## src/rtl/dma_multichannel.sv

```systemverilog
// Multichannel DMA: copies ROM words (load/ready handshake) or a constant
// fill value into the destination write port. One channel runs at a time,
// chosen round-robin. The processor is stalled whenever the engine is not idle.
//
// state  | meaning
// IDLE   | bus returned to processor; arbitrate armed channels
// ISSUE  | one-cycle ROM read request at the current source address
// WAIT   | wait for ROM ready, latch returned word
// WRITE  | one-cycle destination write, advance addresses and count
// DONE   | release channel, pulse its done flag
module dma_multichannel #(
  parameter int NUM_CH = 2,
  parameter int SRC_AW = 23,
  parameter int DST_AW = 16,
  parameter int DW     = 16,
  localparam int CHW   = (NUM_CH > 1) ? $clog2(NUM_CH) : 1
) (
  input  logic              clk,
  input  logic              rst,
  input  logic              en,
  input  logic              write,
  input  logic [1:0]        wr_mode,
  input  logic [CHW-1:0]    ch_sel,
  input  logic [DW-1:0]     ctrl_data,
  output logic [SRC_AW-1:0] src_addr,
  output logic              load_rom,
  input  logic [DW-1:0]     src_data,
  input  logic              ready,
  output logic [DST_AW-1:0] dst_addr,
  output logic              dst_write,
  output logic [DW-1:0]     dst_data,
  output logic              proc_en,
  output logic [NUM_CH-1:0] busy,
  output logic [NUM_CH-1:0] done
);

  typedef enum logic [2:0] {S_IDLE, S_ISSUE, S_WAIT, S_WRITE, S_DONE} state_t;

  state_t state_q, state_d;

  logic [SRC_AW-1:0] src_q [NUM_CH];
  logic [DST_AW-1:0] dst_q [NUM_CH];
  logic [14:0]       len_q [NUM_CH];
  logic [NUM_CH-1:0] fill_q, busy_q, done_q;
  logic [CHW-1:0]    last_q, cur_q;

  logic [SRC_AW-1:0] wsrc_q;
  logic [DST_AW-1:0] wdst_q;
  logic [14:0]       wlen_q;
  logic              wfill_q;
  logic [DW-1:0]     data_q;

  logic              gnt_vld;
  logic [CHW-1:0]    gnt_ch;
  logic              wr_ok;

  // Register writes only while the processor owns the bus and the target channel is idle
  assign wr_ok = en & write & proc_en & ~busy_q[ch_sel];

  // Round-robin pick: first armed channel after the last one served
  always_comb begin
    gnt_vld = 1'b0;
    gnt_ch  = '0;
    for (int i = 1; i <= NUM_CH; i++) begin
      if (!gnt_vld && busy_q[CHW'((int'(last_q) + i) % NUM_CH)]) begin
        gnt_vld = 1'b1;
        gnt_ch  = CHW'((int'(last_q) + i) % NUM_CH);
      end
    end
  end

  // Next-state logic
  always_comb begin
    state_d = state_q;
    case (state_q)
      S_IDLE:  if (gnt_vld) state_d = fill_q[gnt_ch] ? S_WRITE : S_ISSUE;
      S_ISSUE: state_d = S_WAIT;
      S_WAIT:  if (ready) state_d = S_WRITE;
      S_WRITE: begin
        if (wlen_q == 15'd1) state_d = S_DONE;
        else if (!wfill_q)   state_d = S_ISSUE;
      end
      S_DONE:  state_d = S_IDLE;
      default: state_d = S_IDLE;
    endcase
  end

  // State register
  always_ff @(posedge clk or posedge rst) begin
    if (rst) state_q <= S_IDLE;
    else     state_q <= state_d;
  end

  // Channel programming, arm/release flags and zero-length done pulse
  always_ff @(posedge clk or posedge rst) begin
    if (rst) begin
      for (int c = 0; c < NUM_CH; c++) begin
        src_q[c] <= '0;
        dst_q[c] <= '0;
        len_q[c] <= '0;
      end
      fill_q <= '0;
      busy_q <= '0;
      done_q <= '0;
    end else begin
      done_q <= '0;
      if (wr_ok) begin
        case (wr_mode)
          2'd0: src_q[ch_sel][15:0]        <= ctrl_data[15:0];
          2'd1: src_q[ch_sel][SRC_AW-1:16] <= ctrl_data[SRC_AW-17:0];
          2'd2: dst_q[ch_sel]              <= ctrl_data[DST_AW-1:0];
          default: begin
            fill_q[ch_sel] <= ctrl_data[15];
            len_q[ch_sel]  <= ctrl_data[14:0];
            if (ctrl_data[14:0] == 15'd0) done_q[ch_sel] <= 1'b1;
            else                          busy_q[ch_sel] <= 1'b1;
          end
        endcase
      end
      if (state_q == S_WRITE && state_d == S_DONE) busy_q[cur_q] <= 1'b0;
    end
  end

  // Transfer datapath: working copies loaded at grant, advanced per written word
  always_ff @(posedge clk or posedge rst) begin
    if (rst) begin
      last_q  <= CHW'(NUM_CH - 1);
      cur_q   <= '0;
      wsrc_q  <= '0;
      wdst_q  <= '0;
      wlen_q  <= '0;
      wfill_q <= 1'b0;
      data_q  <= '0;
    end else begin
      case (state_q)
        S_IDLE: if (gnt_vld) begin
          cur_q   <= gnt_ch;
          wsrc_q  <= src_q[gnt_ch];
          wdst_q  <= dst_q[gnt_ch];
          wlen_q  <= len_q[gnt_ch];
          wfill_q <= fill_q[gnt_ch];
          if (fill_q[gnt_ch]) data_q <= src_q[gnt_ch][DW-1:0];
        end
        S_WAIT: if (ready) data_q <= src_data;
        S_WRITE: begin
          wsrc_q <= wsrc_q + SRC_AW'(1);
          wdst_q <= wdst_q + DST_AW'(1);
          wlen_q <= wlen_q - 15'd1;
        end
        S_DONE: last_q <= cur_q;
        default: ;
      endcase
    end
  end

  assign proc_en   = (state_q == S_IDLE);
  assign load_rom  = (state_q == S_ISSUE);
  assign dst_write = (state_q == S_WRITE);
  assign src_addr  = wsrc_q;
  assign dst_addr  = wdst_q;
  assign dst_data  = data_q;
  assign busy      = busy_q;
  assign done      = done_q | ((state_q == S_DONE) ? (NUM_CH'(1) << cur_q) : '0);

endmodule
```

## config.mk

```make
export PLATFORM = sky130hd
export DESIGN_NAME = dma_multichannel
export DESIGN_NICKNAME = d
export VERILOG_FILES = /design/src/rtl/dma_multichannel.sv
export SDC_FILE = /design/constraint.sdc
export NUM_CORES = 1
export LEC_CHECK = 0
export CAP_MARGIN = 20
export CELL_PAD_IN_SITES_DETAIL_PLACEMENT = 1
export CELL_PAD_IN_SITES_GLOBAL_PLACEMENT = 1
export CORE_MARGIN = 2
export CORE_UTILIZATION = 40
export DETAILED_ROUTE_END_ITERATION = 8
export PLACE_DENSITY = 0.84
export SETUP_SLACK_MARGIN = 0.1
export SLEW_MARGIN = 20
export SYNTH_ARGS = -nofsm -noshare
export SYNTH_HDL_FRONTEND = slang
export SYNTH_SLANG_ARGS = --single-unit
```

## constraint.sdc

```tcl
create_clock -name clk -period 6.57 [get_ports clk]
set_clock_uncertainty 0.05 [all_clocks]
set_input_delay 1.6425 -clock clk [delete_from_list [all_inputs] [get_ports clk]]
set_output_delay 1.6425 -clock clk [all_outputs]
set_load 0.02 [all_outputs]
```

Word-level counts from Yosys, hierarchy flattened
Index checks and enable logic that the tools add are counted.
W data, S select, Z words.
{"block": "op_classes", "reduce_logical": 19, "eq_ne": 11, "muxes": 63, "shifts": 1, "bitwise": 11, "order_cmp": 10, "addsub": 5}
{"op": "$mux W16", "count": 9}
{"op": "$mux W23", "count": 5}
{"op": "$bwmux W46", "count": 2}
{"op": "$pmux W46 S2", "count": 1}
{"op": "$mux W15", "count": 5}
{"op": "$pmux W16 S2", "count": 2}
{"op": "$demux W23 S1", "count": 2}
{"op": "$pmux W23 S2", "count": 1}
{"op": "$bwmux W32", "count": 1}
{"op": "$bwmux W30", "count": 1}
{"op": "$pmux W15 S2", "count": 1}
{"op": "$add A23 B1 Y23 const B", "count": 1}
{"op": "$mux W2", "count": 9}
{"op": "$add A16 B1 Y16 const B", "count": 1}
{"op": "$demux W16 S1", "count": 1}
{"op": "$demux W15 S1", "count": 1}
{"op": "$eq A15 B1 Y1 const B", "count": 1}
{"op": "$logic_not A15 Y1", "count": 1}
{"op": "$sub A15 B1 Y15 const B", "count": 1}
{"op": "$mux W1", "count": 14}
{"op": "$mux W3", "count": 4}
{"op": "$pmux W3 S4", "count": 1}
{"op": "$reduce_and A2 Y1", "count": 5}
{"op": "$eq A3 B2 Y1 const B", "count": 2}
{"op": "other kinds (28)", "count": 48}
{"block": "word_totals", "ff_bits": 190, "wordCells": 137, "input_bits": 40, "out_inout_bits": 62}

Logic depth before layout (Yosys ltp)
{"block": "depth", "ltp_word": 16, "mapped_depth": 8}

Least setup slack after synthesis
Ideal clock, no wire load.
{"block": "synth_path", "path_kind": "register -> output", "start": "register state_q[2]", "end": "output dst_write", "stages_incl_launch_ff": 7, "t_arrival_ns": 1.440, "path_slack_ns": 3.438, "path_buffers": 4, "cell_sequence": "dfrtp_1 buf_6 nand3b_1 inv_1 buf_2 buf_4 clkbuf_1"}
{"block": "synth_via", "elab_chain_len": 1}
{"item": "start: declaration", "line_no": "39", "source": "state_t state_q, state_d;"}
{"item": "start signal: assignment", "line_no": "91", "source": "else state_q <= state_d;"}
{"item": "$eq A3 B2 Y1", "line_no": "158", "source": "assign dst_write = (state_q == S_WRITE);"}
{"item": "end: declaration", "line_no": "30", "source": "output logic dst_write,"}
No other way between the ends.

Worst setup path in the final report
Same ends and word-level chain as after synthesis.

==> results_dict.tcl <==
set metrics [dict create \
    status "completed" \
    synth_seq_cells 190 \
    drc 0 \
    end_kind "output port" \
    switching_share_pct 39.9 \
    cts-htree-levels 4 \
    io_buffers 101 \
    drt_iter0_drc 488 \
    antenna_found_initial 0 \
    ios 102 \
    dpl.hpwl_um 18400 \
    clockRootBuffer "clkbuf_16" \
    insertion_delay_ns 0.44 \
    tightest_slew_ns 0.867 \
    power.switching_mw 2.20 \
    crit_type "reg2out" \
    fillerInstances 2529 \
    p_leak_nw 5.09 \
    antenna_cells 0 \
    fp.dieArea_sq_um 25000 \
    ir_drop_uv 265 \
    fin_tns_setup_ns 0 \
    row_count 56 \
    final_area_sq_um 11300 \
    postCtsSetupRepairBufs 0 \
    min_path_type "reg2reg" \
    grt_max_degree 98 \
    synth_cell_types 69 \
    cts_resized 0 \
    post-synth-top-area-fraction_pct 49.7 \
    fin_cells 1210 \
    drv_slew 0 \
    dp_cells 1176 \
    drive_above_1_share_pct 22.6 \
    synthToLayoutAreaGrowth_pct 19.2 \
    die_w_um 158 \
    seqPwrFrac_pct 38.5 \
    slew_headroom_pct 42.2 \
    hold_viol 0 \
    dr.pass1.iters 7 \
    grt_overflow_total 0 \
    power.density_nw_per_um2 487 \
    core-area_sq_um 23400 \
    yosysWarnings 0 \
    syn_inst 800 \
    period_share_pct 58.5 \
    clkPwrFrac_pct 19.6 \
    synthTopCellsByArea "dfrtp_1 50%, mux2_2 9.8%, mux2_4 7.9%" \
    clkTransAtPathRegs_ns 0.07 \
    cp_data_arrival_time_ns 2.15 \
    cts_tree "yes" \
    place_ws_ns 2.31 \
    start_util_pct 40.6 \
    yosys_most_used_dff "dfrtp_1" \
    grt_usage_pct 23.4 \
    start_kind "flip-flop" \
    combPwrFrac_pct 41.9 \
    die_h_um 158 \
    crit_buf_inv 3 \
    p_int_mw 3.32 \
    synth_edf_count 0 \
    fmax_ghz 0.260 \
    via_per_inst 5.93 \
    p_total_mw 5.52 \
    setup_violations 0 \
    grt_pass1_wl_um 44000 \
    num_vias 7181 \
    postSynthAreaPerCell_sq_um 11.9 \
    worst_slack_ns 2.73 \
    synthesis.area_sq_um 9510 \
    cts_buffers 17 \
    cp_top_family "buffers and inverters" \
    cts.sinks 190 \
    cp_cell_sequence "nand3b_1 > buf_4 > inv_1 > clkdlybuf4s50_1" \
    yosys.area.top_type "dfrtp_1" \
    synth_nets 844 \
    fin_nets 922 \
    rsz0062_at_grt "no" \
    place_area_sq_um 10700 \
    async_flop_share_pct 100 \
    yosysSeqAreaShare_pct 50.0 \
    grt_pass1_vias 7651 \
    cp.required_ns 4.88 \
    holdBufCountCts 0 \
    wirelength_um 28400 \
    gp_congestion 0.843 \
    wire_per_inst_um 23.5 \
    maxCapViolCount 0 \
    clock_path_buffers 2 \
    critical-path-slowest-cell "dfrtp_1" \
    min_period_ns 3.84 \
    max_stage_delay_ns 0.56 \
    crit_fanout 20 \
    ant_nets 0 \
]
==> worst reg2reg max path, stage by stage (launching register included) <==
cell and delay [ns]:
dfrtp_1 0.51, nand3b_1 0.21, buf_4 0.25, inv_1 0.13, buf_4 0.43, and4_1 0.48, nand2_1 0.17, o311ai_0 0.38
==> per-stage QoR <==
stage	utilization, %	hold WS [ns]
CTS	48.3	0.459
finish	48.4	0.456
detailed placement	45.7	0.438
floorplan	-	0.400
global route	48.4	0.473
global placement	45.7	0.418
==> path summary, 6_finish.rpt <==
kind                                  from      endpoint  slack, ns  depth (start not counted)
max in group asynchronous              rst     dst_q[12]       3.78                          4
min in group asynchronous              rst  src_addr[20]       1.50                          2
worst max register to register  state_q[2]  src_addr[15]       3.83                          7
worst max-delay path            state_q[2]     dst_write       2.73                          4
worst min register to register   dst_q[10]     dst_q[10]       0.46                          1
worst min-delay path             dst_q[10]     dst_q[10]       0.46                          1
==> state kept, by name, indices dropped and copies added, names as in the netlist <==
register	flops
dst_addr	16
fill_q	2
src_addr	23
src_q	46
wlen_q	15
dst_q	32
dst_data	16
len_q	30
busy	2
cur_q	1
done_q	2
state_q	3
wfill_q	1
last_q	1
==> final cells by class <==
type,instances,area [sq um],area share (%)
repair buffers,112,1120,9.91
well taps,319,399,3.52
multi-input cells,547,4410,38.9
clock buffers,17,425,3.75
clock inverters,15,178,1.57
flip-flops and latches,190,4760,42.0
inverters,10,41.3,0.364
==> cell families (layout without fill, tap and decap cells) <==
kind of cell | Yosys count | count (layout) | share of synthesized area [%]
mux | 161 | 161 | 20.7
fa+ha+maj | 4 | 4 | 0.526
buf+inv | 63 | 154 | 3.63
compound gates | 132 | 132 | 10.4
flops | 190 | 190 | 50.0
simple gates | 250 | 250 | 14.8
==> routing by layer <==
layer | routed length [um] | GRT usage, % | up-vias
met1 | 12300 | 30.6 | 3751
met2 | 14000 | 38.9 | 235
met5 | 0 | 0 | -
met3 | 1530 | 4.95 | 53
li1 | - | - | 3142
met4 | 628 | 7.25 | 0
==> layout by cell type (no fill, tap or decap), types with 8 or more instances in the layout <==
cell and count:
nand2_1 71, mux2i_1 28, a21oi_1 29, nand4_1 21
and4_1 9, a311oi_1 10, and3_1 19, nand3_1 23
mux2_4 50, o22ai_1 8, clkdlybuf4s50_1 101, a211oi_1 12
inv_1 9, nor2_1 43, mux2_2 83, nor4_1 10
and2_1 8, dfrtp_1 189, o21ai_0 9, buf_4 8
clkbuf_16 17
==> power groups by stage <==
stage	registers, mW	logic, mW	clock network, mW
final	2.13	2.31	1.08
after global placement	2.07	2.16	0
after detailed placement	2.12	2.26	0
after CTS	2.11	2.31	1.10
after global routing	2.19	2.48	1.13
after floorplan	2.14	1.38	0
==> cells in the mapped netlist (all sizes together) (12+ instances only) <==
master / count
mux2i: 28
nand4: 28
and3: 19
clkbuf: 22
nand2: 72
dfrtp: 189
mux2: 133
a21oi: 29
a211oi: 12
buf: 31
nor2: 44
nand3: 23
No activity file was read; power rests on OpenSTA's default activity.
